### config.mk
export PLATFORM = sky130hd
export DESIGN_NAME = pc_fetch_unit_flat
export DESIGN_NICKNAME = d
export VERILOG_FILES = /design/src/rtl/pc_fetch_unit_pkg.sv /design/src/rtl/pc_fetch_unit_if.sv /design/src/rtl/pc_fetch_unit_pc_next_sel.sv /design/src/rtl/pc_fetch_unit.sv /design/src/flat_wrapper.sv
export SDC_FILE = /design/constraint.sdc
export NUM_CORES = 1
export LEC_CHECK = 0
export CAP_MARGIN = 5
export CORE_MARGIN = 4
export CORE_UTILIZATION = 40
export CTS_BUF_LIST = sky130_fd_sc_hd__clkbuf_4 sky130_fd_sc_hd__clkbuf_8 sky130_fd_sc_hd__clkbuf_16
export DETAILED_ROUTE_END_ITERATION = 6
export GPL_TIMING_DRIVEN = 0
export PLACE_DENSITY_LB_ADDON = 0.3
export SYNTH_ARGS = -nofsm -noshare
export SYNTH_HDL_FRONTEND = slang
export SYNTH_HIERARCHICAL = 1
export SYNTH_SLANG_ARGS = --single-unit
export TNS_END_PERCENT = 5
### constraint.sdc
create_clock -name Clk -period 7.35 [get_ports Clk]
set_input_delay 1.47 -clock Clk [delete_from_list [all_inputs] [get_ports Clk]]
set_output_delay 1.47 -clock Clk [all_outputs]
set_load 0.03 [all_outputs]
### src/rtl/pc_fetch_unit_pkg.sv
// Shared definitions for the fetch stage and the instruction ROM:
// FSM state encoding and the default address-space constants.
package pc_fetch_unit_pkg;

  // Fetch-stage run state. The encoding is fixed so that debug tooling can
  // decode it directly.
  typedef enum logic [1:0] {
    ST_RUN    = 2'b00,
    ST_HALTED = 2'b01,
    ST_FAULT  = 2'b10
  } fetchState_t;

  // Defaults shared with the instruction ROM so both agree on the address map.
  localparam int DEF_ADDR_W     = 32;
  localparam int DEF_IMEM_DEPTH = 32;
  localparam int DEF_CNT_W      = 32;

endpackage : pc_fetch_unit_pkg

### src/rtl/pc_fetch_unit_if.sv
// Control/status bundle between the controller/ALU (master) and the
// fetch stage (slave).
interface pc_fetch_unit_if #(
  parameter int ADDR_W = pc_fetch_unit_pkg::DEF_ADDR_W,
  parameter int CNT_W  = pc_fetch_unit_pkg::DEF_CNT_W
) ();

  // Redirect / sequencing controls
  logic              Stall;
  logic              BranchTaken;
  logic [ADDR_W-1:0] BranchOff;
  logic              JumpEn;
  logic [ADDR_W-1:0] JumpTarget;
  logic              Halt;
  logic              Resume;

  // Fetch-stage status
  logic [ADDR_W-1:0] PCOut;
  logic [ADDR_W-1:0] PCPlus1;
  logic              Running;
  logic              Fault;
  logic [CNT_W-1:0]  RetireCnt;

  modport master (
    output Stall, BranchTaken, BranchOff, JumpEn, JumpTarget, Halt, Resume,
    input  PCOut, PCPlus1, Running, Fault, RetireCnt
  );

  modport slave (
    input  Stall, BranchTaken, BranchOff, JumpEn, JumpTarget, Halt, Resume,
    output PCOut, PCPlus1, Running, Fault, RetireCnt
  );

endinterface : pc_fetch_unit_if

### src/rtl/pc_fetch_unit_pc_next_sel.sv
// Next-PC selection: jump over branch over sequential, plus the ROM range
// check on the selected address. Purely combinational.
module pc_next_sel #(
  parameter int ADDR_W     = pc_fetch_unit_pkg::DEF_ADDR_W,
  parameter int IMEM_DEPTH = pc_fetch_unit_pkg::DEF_IMEM_DEPTH
) (
  input  logic [ADDR_W-1:0] pc,
  input  logic              seqOnly,     // force PC+1 (used when leaving HALTED)
  input  logic              jumpEn,
  input  logic [ADDR_W-1:0] jumpTarget,
  input  logic              branchTaken,
  input  logic [ADDR_W-1:0] branchOff,
  output logic [ADDR_W-1:0] nextPc,
  output logic              outOfRange
);

  // One extra bit so a depth equal to 2^ADDR_W still compares correctly.
  localparam logic [ADDR_W:0] DEPTH_EXT = (ADDR_W+1)'(IMEM_DEPTH);

  // Priority select; the branch add wraps modulo 2^ADDR_W by truncation.
  always_comb begin
    nextPc = pc + ADDR_W'(1);
    if (!seqOnly) begin
      if (jumpEn) begin
        nextPc = jumpTarget;
      end else if (branchTaken) begin
        nextPc = pc + branchOff;
      end
    end
  end

  // Unsigned range check against the ROM size.
  assign outOfRange = ({1'b0, nextPc} >= DEPTH_EXT);

endmodule : pc_next_sel

### src/rtl/pc_fetch_unit.sv
// Program counter, run/halt/fault sequencing and retired-instruction
// counter for the stage feeding the instruction ROM address.
module pc_fetch_unit
  import pc_fetch_unit_pkg::*;
#(
  parameter int              ADDR_W     = DEF_ADDR_W,
  parameter logic [ADDR_W-1:0] RESET_PC = '0,
  parameter int              IMEM_DEPTH = DEF_IMEM_DEPTH,
  parameter int              CNT_W      = DEF_CNT_W
) (
  input logic             Clk,
  input logic             Rst,
  pc_fetch_unit_if.slave  bus
);

  fetchState_t       stateReg, stateNext;
  logic [ADDR_W-1:0] pcReg, pcNext;
  logic [CNT_W-1:0]  cntReg, cntNext;
  logic              retire;

  logic [ADDR_W-1:0] selPc;
  logic              selOutOfRange;
  logic              seqOnly;

  // Outside RUN the only way forward is Resume to PC+1, so redirects are masked.
  assign seqOnly = (stateReg != ST_RUN);

  pc_next_sel #(
    .ADDR_W     (ADDR_W),
    .IMEM_DEPTH (IMEM_DEPTH)
  ) u_nextSel (
    .pc          (pcReg),
    .seqOnly     (seqOnly),
    .jumpEn      (bus.JumpEn),
    .jumpTarget  (bus.JumpTarget),
    .branchTaken (bus.BranchTaken),
    .branchOff   (bus.BranchOff),
    .nextPc      (selPc),
    .outOfRange  (selOutOfRange)
  );

  // State, PC and counter registers; reset overrides everything.
  always_ff @(posedge Clk) begin
    if (Rst) begin
      stateReg <= ST_RUN;
      pcReg    <= RESET_PC;
      cntReg   <= '0;
    end else begin
      stateReg <= stateNext;
      pcReg    <= pcNext;
      cntReg   <= cntNext;
    end
  end

  // Next-state, next-PC and retire decision.
  always_comb begin
    stateNext = stateReg;
    pcNext    = pcReg;
    retire    = 1'b0;
    unique case (stateReg)
      ST_RUN: begin
        if (bus.Halt) begin
          // The halt instruction itself retires; PC stays on it.
          stateNext = ST_HALTED;
          retire    = 1'b1;
        end else if (bus.Stall) begin
          // Hold; redirects are ignored while stalled.
        end else if (selOutOfRange) begin
          stateNext = ST_FAULT;
        end else begin
          pcNext = selPc;
          retire = 1'b1;
        end
      end
      ST_HALTED: begin
        if (bus.Resume) begin
          if (selOutOfRange) begin
            stateNext = ST_FAULT;
          end else begin
            stateNext = ST_RUN;
            pcNext    = selPc;
          end
        end
      end
      ST_FAULT: begin
        // Sticky until reset.
      end
      default: begin
        stateNext = ST_FAULT;
      end
    endcase
  end

  // Saturating retire counter.
  always_comb begin
    cntNext = cntReg;
    if (retire && (cntReg != {CNT_W{1'b1}})) begin
      cntNext = cntReg + CNT_W'(1);
    end
  end

  assign bus.PCOut     = pcReg;
  assign bus.PCPlus1   = pcReg + ADDR_W'(1);
  assign bus.Running   = (stateReg == ST_RUN);
  assign bus.Fault     = (stateReg == ST_FAULT);
  assign bus.RetireCnt = cntReg;

endmodule : pc_fetch_unit

### src/flat_wrapper.sv
// flat-port wrapper written by rule: the top's interface ports become plain ports
module pc_fetch_unit_flat import pc_fetch_unit_pkg::*;
#(
  parameter int              ADDR_W     = DEF_ADDR_W,
  parameter logic [ADDR_W-1:0] RESET_PC = '0,
  parameter int              IMEM_DEPTH = DEF_IMEM_DEPTH,
  parameter int              CNT_W      = DEF_CNT_W
)
  (Clk, Rst, bus_Stall, bus_BranchTaken, bus_BranchOff, bus_JumpEn, bus_JumpTarget, bus_Halt, bus_Resume, bus_PCOut, bus_PCPlus1, bus_Running, bus_Fault, bus_RetireCnt);
  pc_fetch_unit_if #(.ADDR_W(ADDR_W), .CNT_W(CNT_W)) bus_i ();
  input logic Clk;
  input logic Rst;
  input wire logic [$bits(bus_i.Stall)-1:0] bus_Stall;
  input wire logic [$bits(bus_i.BranchTaken)-1:0] bus_BranchTaken;
  input wire logic [$bits(bus_i.BranchOff)-1:0] bus_BranchOff;
  input wire logic [$bits(bus_i.JumpEn)-1:0] bus_JumpEn;
  input wire logic [$bits(bus_i.JumpTarget)-1:0] bus_JumpTarget;
  input wire logic [$bits(bus_i.Halt)-1:0] bus_Halt;
  input wire logic [$bits(bus_i.Resume)-1:0] bus_Resume;
  output wire logic [$bits(bus_i.PCOut)-1:0] bus_PCOut;
  output wire logic [$bits(bus_i.PCPlus1)-1:0] bus_PCPlus1;
  output wire logic [$bits(bus_i.Running)-1:0] bus_Running;
  output wire logic [$bits(bus_i.Fault)-1:0] bus_Fault;
  output wire logic [$bits(bus_i.RetireCnt)-1:0] bus_RetireCnt;
  assign bus_i.Stall = bus_Stall;
  assign bus_i.BranchTaken = bus_BranchTaken;
  assign bus_i.BranchOff = bus_BranchOff;
  assign bus_i.JumpEn = bus_JumpEn;
  assign bus_i.JumpTarget = bus_JumpTarget;
  assign bus_i.Halt = bus_Halt;
  assign bus_i.Resume = bus_Resume;
  assign bus_PCOut = bus_i.PCOut;
  assign bus_PCPlus1 = bus_i.PCPlus1;
  assign bus_Running = bus_i.Running;
  assign bus_Fault = bus_i.Fault;
  assign bus_RetireCnt = bus_i.RetireCnt;
  pc_fetch_unit #(.ADDR_W(ADDR_W), .RESET_PC(RESET_PC), .IMEM_DEPTH(IMEM_DEPTH), .CNT_W(CNT_W)) u_core (.Clk(Clk), .Rst(Rst), .bus(bus_i));
endmodule
# Yosys cells after proc, flatten, opt, wreduce, memory -nomap -nowiden
# Index checks and enable logic that the tools add are counted.
# totals
ff_bits	66
inputBits	71
word_cells	40
# op_classes
addsub	3
magnitude_cmp	1
eq_ne	8
muxes	18
bitwise	1
reduce_logical	6
# op_table
op	count
$mux 32	7
$add 32x1->32 const B	2
$pmux 32 s2	1
$add 32x32->32	1
$ge 32x6->1 const B	1
$ne 32x32->1 const B	1
$mux 2	5
$reduce_and 4->1	2
$ne 2x2->1 const B	3
$pmux 2 s3	1
$mux 1	4
$reduce_bool 2->1	2
$ne 3x2->1 const B	1
$ne 3x3->1 const B	1
$eq 2x1->1 const B	1
$eq 2x2->1 const B	1
$logic_not 2->1	1
$logic_and 1x1->1	1
$not 1->1	1

# Depth between registers and ports, before layout
# depth
ltp_word	10
depth_mapped	21
depth_no_buf	18

# By module
# Netlist, hierarchy kept.
# modules_own_cells
module	n_inst	cells_each	area_each_um2	seq_area_each_um2
pc_fetch_unit	1	449	3448.3	1321.3
pc_next_sel	1	469	3110.5	0.0

# Worst setup path before layout
# No wires, ideal clock.
# synth_path
path_type	input-to-reg
from	input bus_BranchOff[0]
to	register u_core.cntReg[7], in the netlist u_core/bus.RetireCnt[7]
arrival_ps	6691
required_time_ps	7280
setup_slack_ps	589
cell_stages	19
path_cell_list	ha_1 > inv_1 > fa_1 > nor2b_1 > o2111a_1 > o21ai_1 > a31o_2 > o31a_1 > and2_2 > or4_2 > or4_1 > or4_1 > or4_1 > nor2_1 > o21ai_1 > a21o_1 > buf_2 > or4_2 > a21oi_1
# synth_between
elab_chain_len	10
# synth_rtl
element	line	source
start, declared	flat_wrapper.sv:15	input wire logic [$bits(bus_i.BranchOff)-1:0] bus_BranchOff;
$add 32x32->32	pc_fetch_unit_pc_next_sel.sv:27	nextPc = pc + branchOff;
$mux 32	pc_fetch_unit_pc_next_sel.sv:26	end else if (branchTaken) begin
$mux 32	pc_fetch_unit_pc_next_sel.sv:24	if (jumpEn) begin
$mux 32	pc_fetch_unit_pc_next_sel.sv:23	if (!seqOnly) begin
named net u_core.selPc[16]	pc_fetch_unit.sv:21	logic [ADDR_W-1:0] selPc;
$ge 32x6->1	pc_fetch_unit_pc_next_sel.sv:33	assign outOfRange = ({1'b0, nextPc} >= DEPTH_EXT);
named net u_core.selOutOfRange	pc_fetch_unit.sv:22	logic selOutOfRange;
$mux 1	pc_fetch_unit.sv:68	end else if (selOutOfRange) begin
$mux 1	pc_fetch_unit.sv:66	end else if (bus.Stall) begin
$mux 1	pc_fetch_unit.sv:62	if (bus.Halt) begin
$mux 1	pc_fetch_unit.sv:60	unique case (stateReg)
$logic_and 1x1->1	pc_fetch_unit.sv:97	if (retire && (cntReg != {CNT_W{1'b1}})) begin
end signal, assigned	pc_fetch_unit.sv:51	cntReg <= cntNext;
end, declared	pc_fetch_unit.sv:18	logic [CNT_W-1:0] cntReg, cntNext;
# The timed path passes the listed nets, and every way through them passes these cells.
# A chain may end at the register's enable or synchronous reset.

# Final worst setup path
# layout_path
from	input bus_BranchOff[2]
to	register u_core.cntReg[7], in the netlist u_core/bus.RetireCnt[7]
# Same word-level chain as after synthesis.

==> summary.txt <==
status = finished, final reports clean
met1 wire length = 10.4 mm
Layout area overhead = 36.4%
met3 wire length = 2.08 mm
CTS Buf Count = 9
Synth area leader = dfxtp_1
highest metal used = met4
DRT Wirelength = 24.5 mm
Yosys reg bits = 66
Synthesized Nets = 1024
Fin. Hold Viols = 0
Synth Instances = 918
critical path class = in2reg
fin util = 0.559
Post-synth EDFFs = 0
ys async rst share = 0
Distinct cells, synth = 78
Worst setup EP type = flop
CTS root buf = clkbuf_16
Hold WS = 0.516 ns
final cell count without fillers = 1321
CP arrival = 7.47 ns
clk_lat worst skew = 0.33 ns
Area contributors post-synth = dfxtp_1, nand2_1, xnor2_1
GPL Wtd Cong = 0.953
Finish-stage setup viols = 0
top_reg_cell synth = dfxtp_1
Global Route Usage Sum = 0.254
sum of buffers and inverters on the critical path = 2
FMAX = 139 MHz
CP Max Fanout = 10
largest net degree at the start of global routing = 15
H-tree Lvls = 3
# Max-Cap Violations = 0
DR DRC count = 0
area taken by flip-flops and latches = 0.00132 sq mm
I/O pin total = 169
Ant. Diodes = 0
clk buf depth = 2
Slew Viols, Final = 0
register area share after synthesis = 0.201
CP max stage delay = 0.68 ns
Reg2Reg Setup Slack = 1.00 ns
actual slew at the worst max-slew pin = 1.16 ns
headroom to the max-slew limit = 0.220
drt first pass iters = 5
Worst Hold Class = reg2reg
Die Wd = 136 microns
hold path start = u_core/bus.RetireCnt[31]$_SDFFE_PP0P_
Synth Area per Inst = 7.14 sq um
VDD IR max = 0.000117 V
WHS Path Cells = 2
vias in the first global route = 7350
CP Launch Type = primary input
# rows = 46
dpl hpwl = 18.5 mm
WL met2 = 11.0 mm
TritonCTS clock tree = built
layout cells sized above 1 = 0.0805
clock sink count = 66
core area = 0.0160 sq mm
Clock transition at path regs = 0.06 ns
post-route ant nets = 0
initial antenna violation count = 0
first-pass GRT wire length = 37.8 mm
final worst-path cycle share = 0.981
mapped cell area = 0.00656 sq mm
GRT Residual Overflow = 0
cell-by-cell trace of the critical path = clkdlybuf4s50_1, ha_1, o211ai_1, o211ai_1, a221oi_4, o41ai_2, xnor2_1, a21oi_1, or4_2, or4_4, or4_1, or4_4, nor2_4, o21ai_4, a21o_1, buf_4, or4_2, a21oi_1
Wirelength per Cell = 18.5 microns
R2R Path Start = u_core/bus.PCOut[4]$_SDFFE_PP0P_
placed insts = 1301
fin worst setup slack = 0.138 ns
Slowest-stage cell, CP = or4_2
PortBufs = 166
Die ar. = 0.0185 sq mm
Worst EP required = 7.61 ns
worst hold endpoint = u_core/bus.RetireCnt[31]$_SDFFE_PP0P_
top-area cell type share of the netlist area = 0.201
Die Y = 136 microns
DR iter-0 viols = 654
worst r2r dst = u_core/bus.RetireCnt[7]$_SDFFE_PP0P_
post-place setup slack = -0.520 ns
vias = 7913
R2R cell count = 17
PD cells = 113 mW/mm^2
Leak Pwr = 3.07 nW
initial core utilization = 0.410
Final min period = 7.21 ns
Fill cells = 1601
Worst Clk Skew = 0.00850 ns
Ys Warns = 6
Multi-input gate area = 0.00505 sq mm
nets = 1206
CP delay by family, top = simple AND/OR/NAND/NOR gates
Vias/cell = 5.99
==> where the power goes <==
group / internal, W / switching (W)
Sequential: 0.000360 / 0.00000326
Combinational: 0.0000917 / 0.000122
Clock: 0.000277 / 0.000154
Total: 0.000729 / 0.000280
==> layer usage <==
layer  up-vias  track usage
li1       3762            -
met1      3673        0.335
met2       411        0.403
met3        67       0.0444
met4         0        0.115
met5         -            0
==> worst max path at each step <==
stage | from | end | slack [ns] | cells past startpoint
6_report | bus_BranchOff[2] | u_core/bus.RetireCnt[7]$_SDFFE_PP0P_ | 0.14 | 18
5_1_grt | bus_BranchOff[4] | u_core/bus.RetireCnt[7]$_SDFFE_PP0P_ | -0.03 | 18
4_1_cts | bus_BranchOff[0] | u_core/bus.RetireCnt[7]$_SDFFE_PP0P_ | 0.03 | 20
3_5_place_dp | bus_BranchOff[0] | u_core/bus.RetireCnt[15]$_SDFFE_PP0P_ | -0.52 | 20
3_3_place_gp | bus_BranchOff[0] | u_core/bus.RetireCnt[15]$_SDFFE_PP0P_ | -0.53 | 20
2_1_floorplan | bus_BranchOff[0] | u_core/bus.RetireCnt[7]$_SDFFE_PP0P_ | 0.59 | 19
==> Yosys cell counts (all sizes together) (8+ instances only) <==
library cell and n:
ha 34, or3 12, clkbuf 31, xnor2 57, nor2 73, nand2 137
nor3 13, o22ai 11, buf 9, dfxtp 66, o21ai 33, and3 15
inv 29, nor2b 12, or4 16, a221oi 9, and4 8, nand3 50
a21o 11, o211ai 9, mux2 8, a21oi 98, and2 9, o31ai 10
nand4 30, nor4 14, xor2 27
==> cells in the final DEF (no fill, tap or decap), types with 5 or more instances in the layout <==
cell type,instances
clkdlybuf4s50_1,166
nand2_1,136
a21oi_1,94
nor2_1,72
dfxtp_1,66
xnor2_1,57
nand3_1,50
ha_1,33
inv_1,29
nand4_1,29
o21ai_0,28
xor2_1,27
clkbuf_1,26
and3_1,15
nor3_1,13
nor4_1,13
nor2b_1,11
o22ai_1,11
or3_1,10
or4_1,10
o31ai_1,10
clkbuf_16,9
a21o_1,9
o211ai_1,9
and4_1,8
and2_1,8
mux2_2,8
buf_4,7
a221oi_1,7
o21bai_1,6
or2_2,5
a211oi_1,5
o221ai_1,5
a22oi_1,5
==> cell type report <==
class / count / share of cell area
clock buffers: 13 / 0.0285
plain buffers: 39 / 0.0215
inverters: 30 / 0.0126
multi-input cells: 782 / 0.564
clock inverters: 3 / 0.00448
well taps: 216 / 0.0302
flip-flops and latches: 66 / 0.148
repair buffers: 172 / 0.191
==> stage by stage <==
stage | setup TNS [ns] | instance area (sq um) | power [W]
after global placement | -11.61 | 8490 | 0.000572
after CTS | 0 | 8830 | 0.00100
after detailed placement | -12.50 | 8500 | 0.000572
after floorplan | 0 | 6560 | 0.000487
after global routing | -0.0589 | 8940 | 0.00105
final | 0 | 8940 | 0.00101
==> logic make-up (layout without fill, tap and decap cells) <==
| group | Yosys count | in the layout | synth area share |
|---|---|---|---|
| buffers and inverters | 70 | 257 | 0.0465 |
| adders and majority gates | 35 | 35 | 0.0679 |
| muxes | 9 | 9 | 0.0153 |
| DFF | 66 | 66 | 0.201 |
| xor gates and xnor gates | 84 | 84 | 0.112 |
| and+or+nand+nor | 409 | 409 | 0.312 |
| AOI/OAI and AO/OA | 245 | 245 | 0.244 |
==> flip-flops by register name, summed over array words and instances, names as in the netlist <==
register / cells
u_core/bus.PCOut: 32
u_core/bus.RetireCnt: 32
u_core/stateReg: 2
==> repair_timing <==
item	CTS	global route
pin swaps	0	4
endpoints found under the hold margin	0	0
resized for setup	4	23
cloned	0	0
setup buffers	2	3
hold buffers	0	0
endpoints found under the setup margin	18	54
==> tightest hold or removal path, cell delays in order, from the launching register on <==
cell     delay, ns
dfxtp_1       0.33
o41ai_1       0.07
a21oi_1       0.06
(Power assumes the default switching activity.)
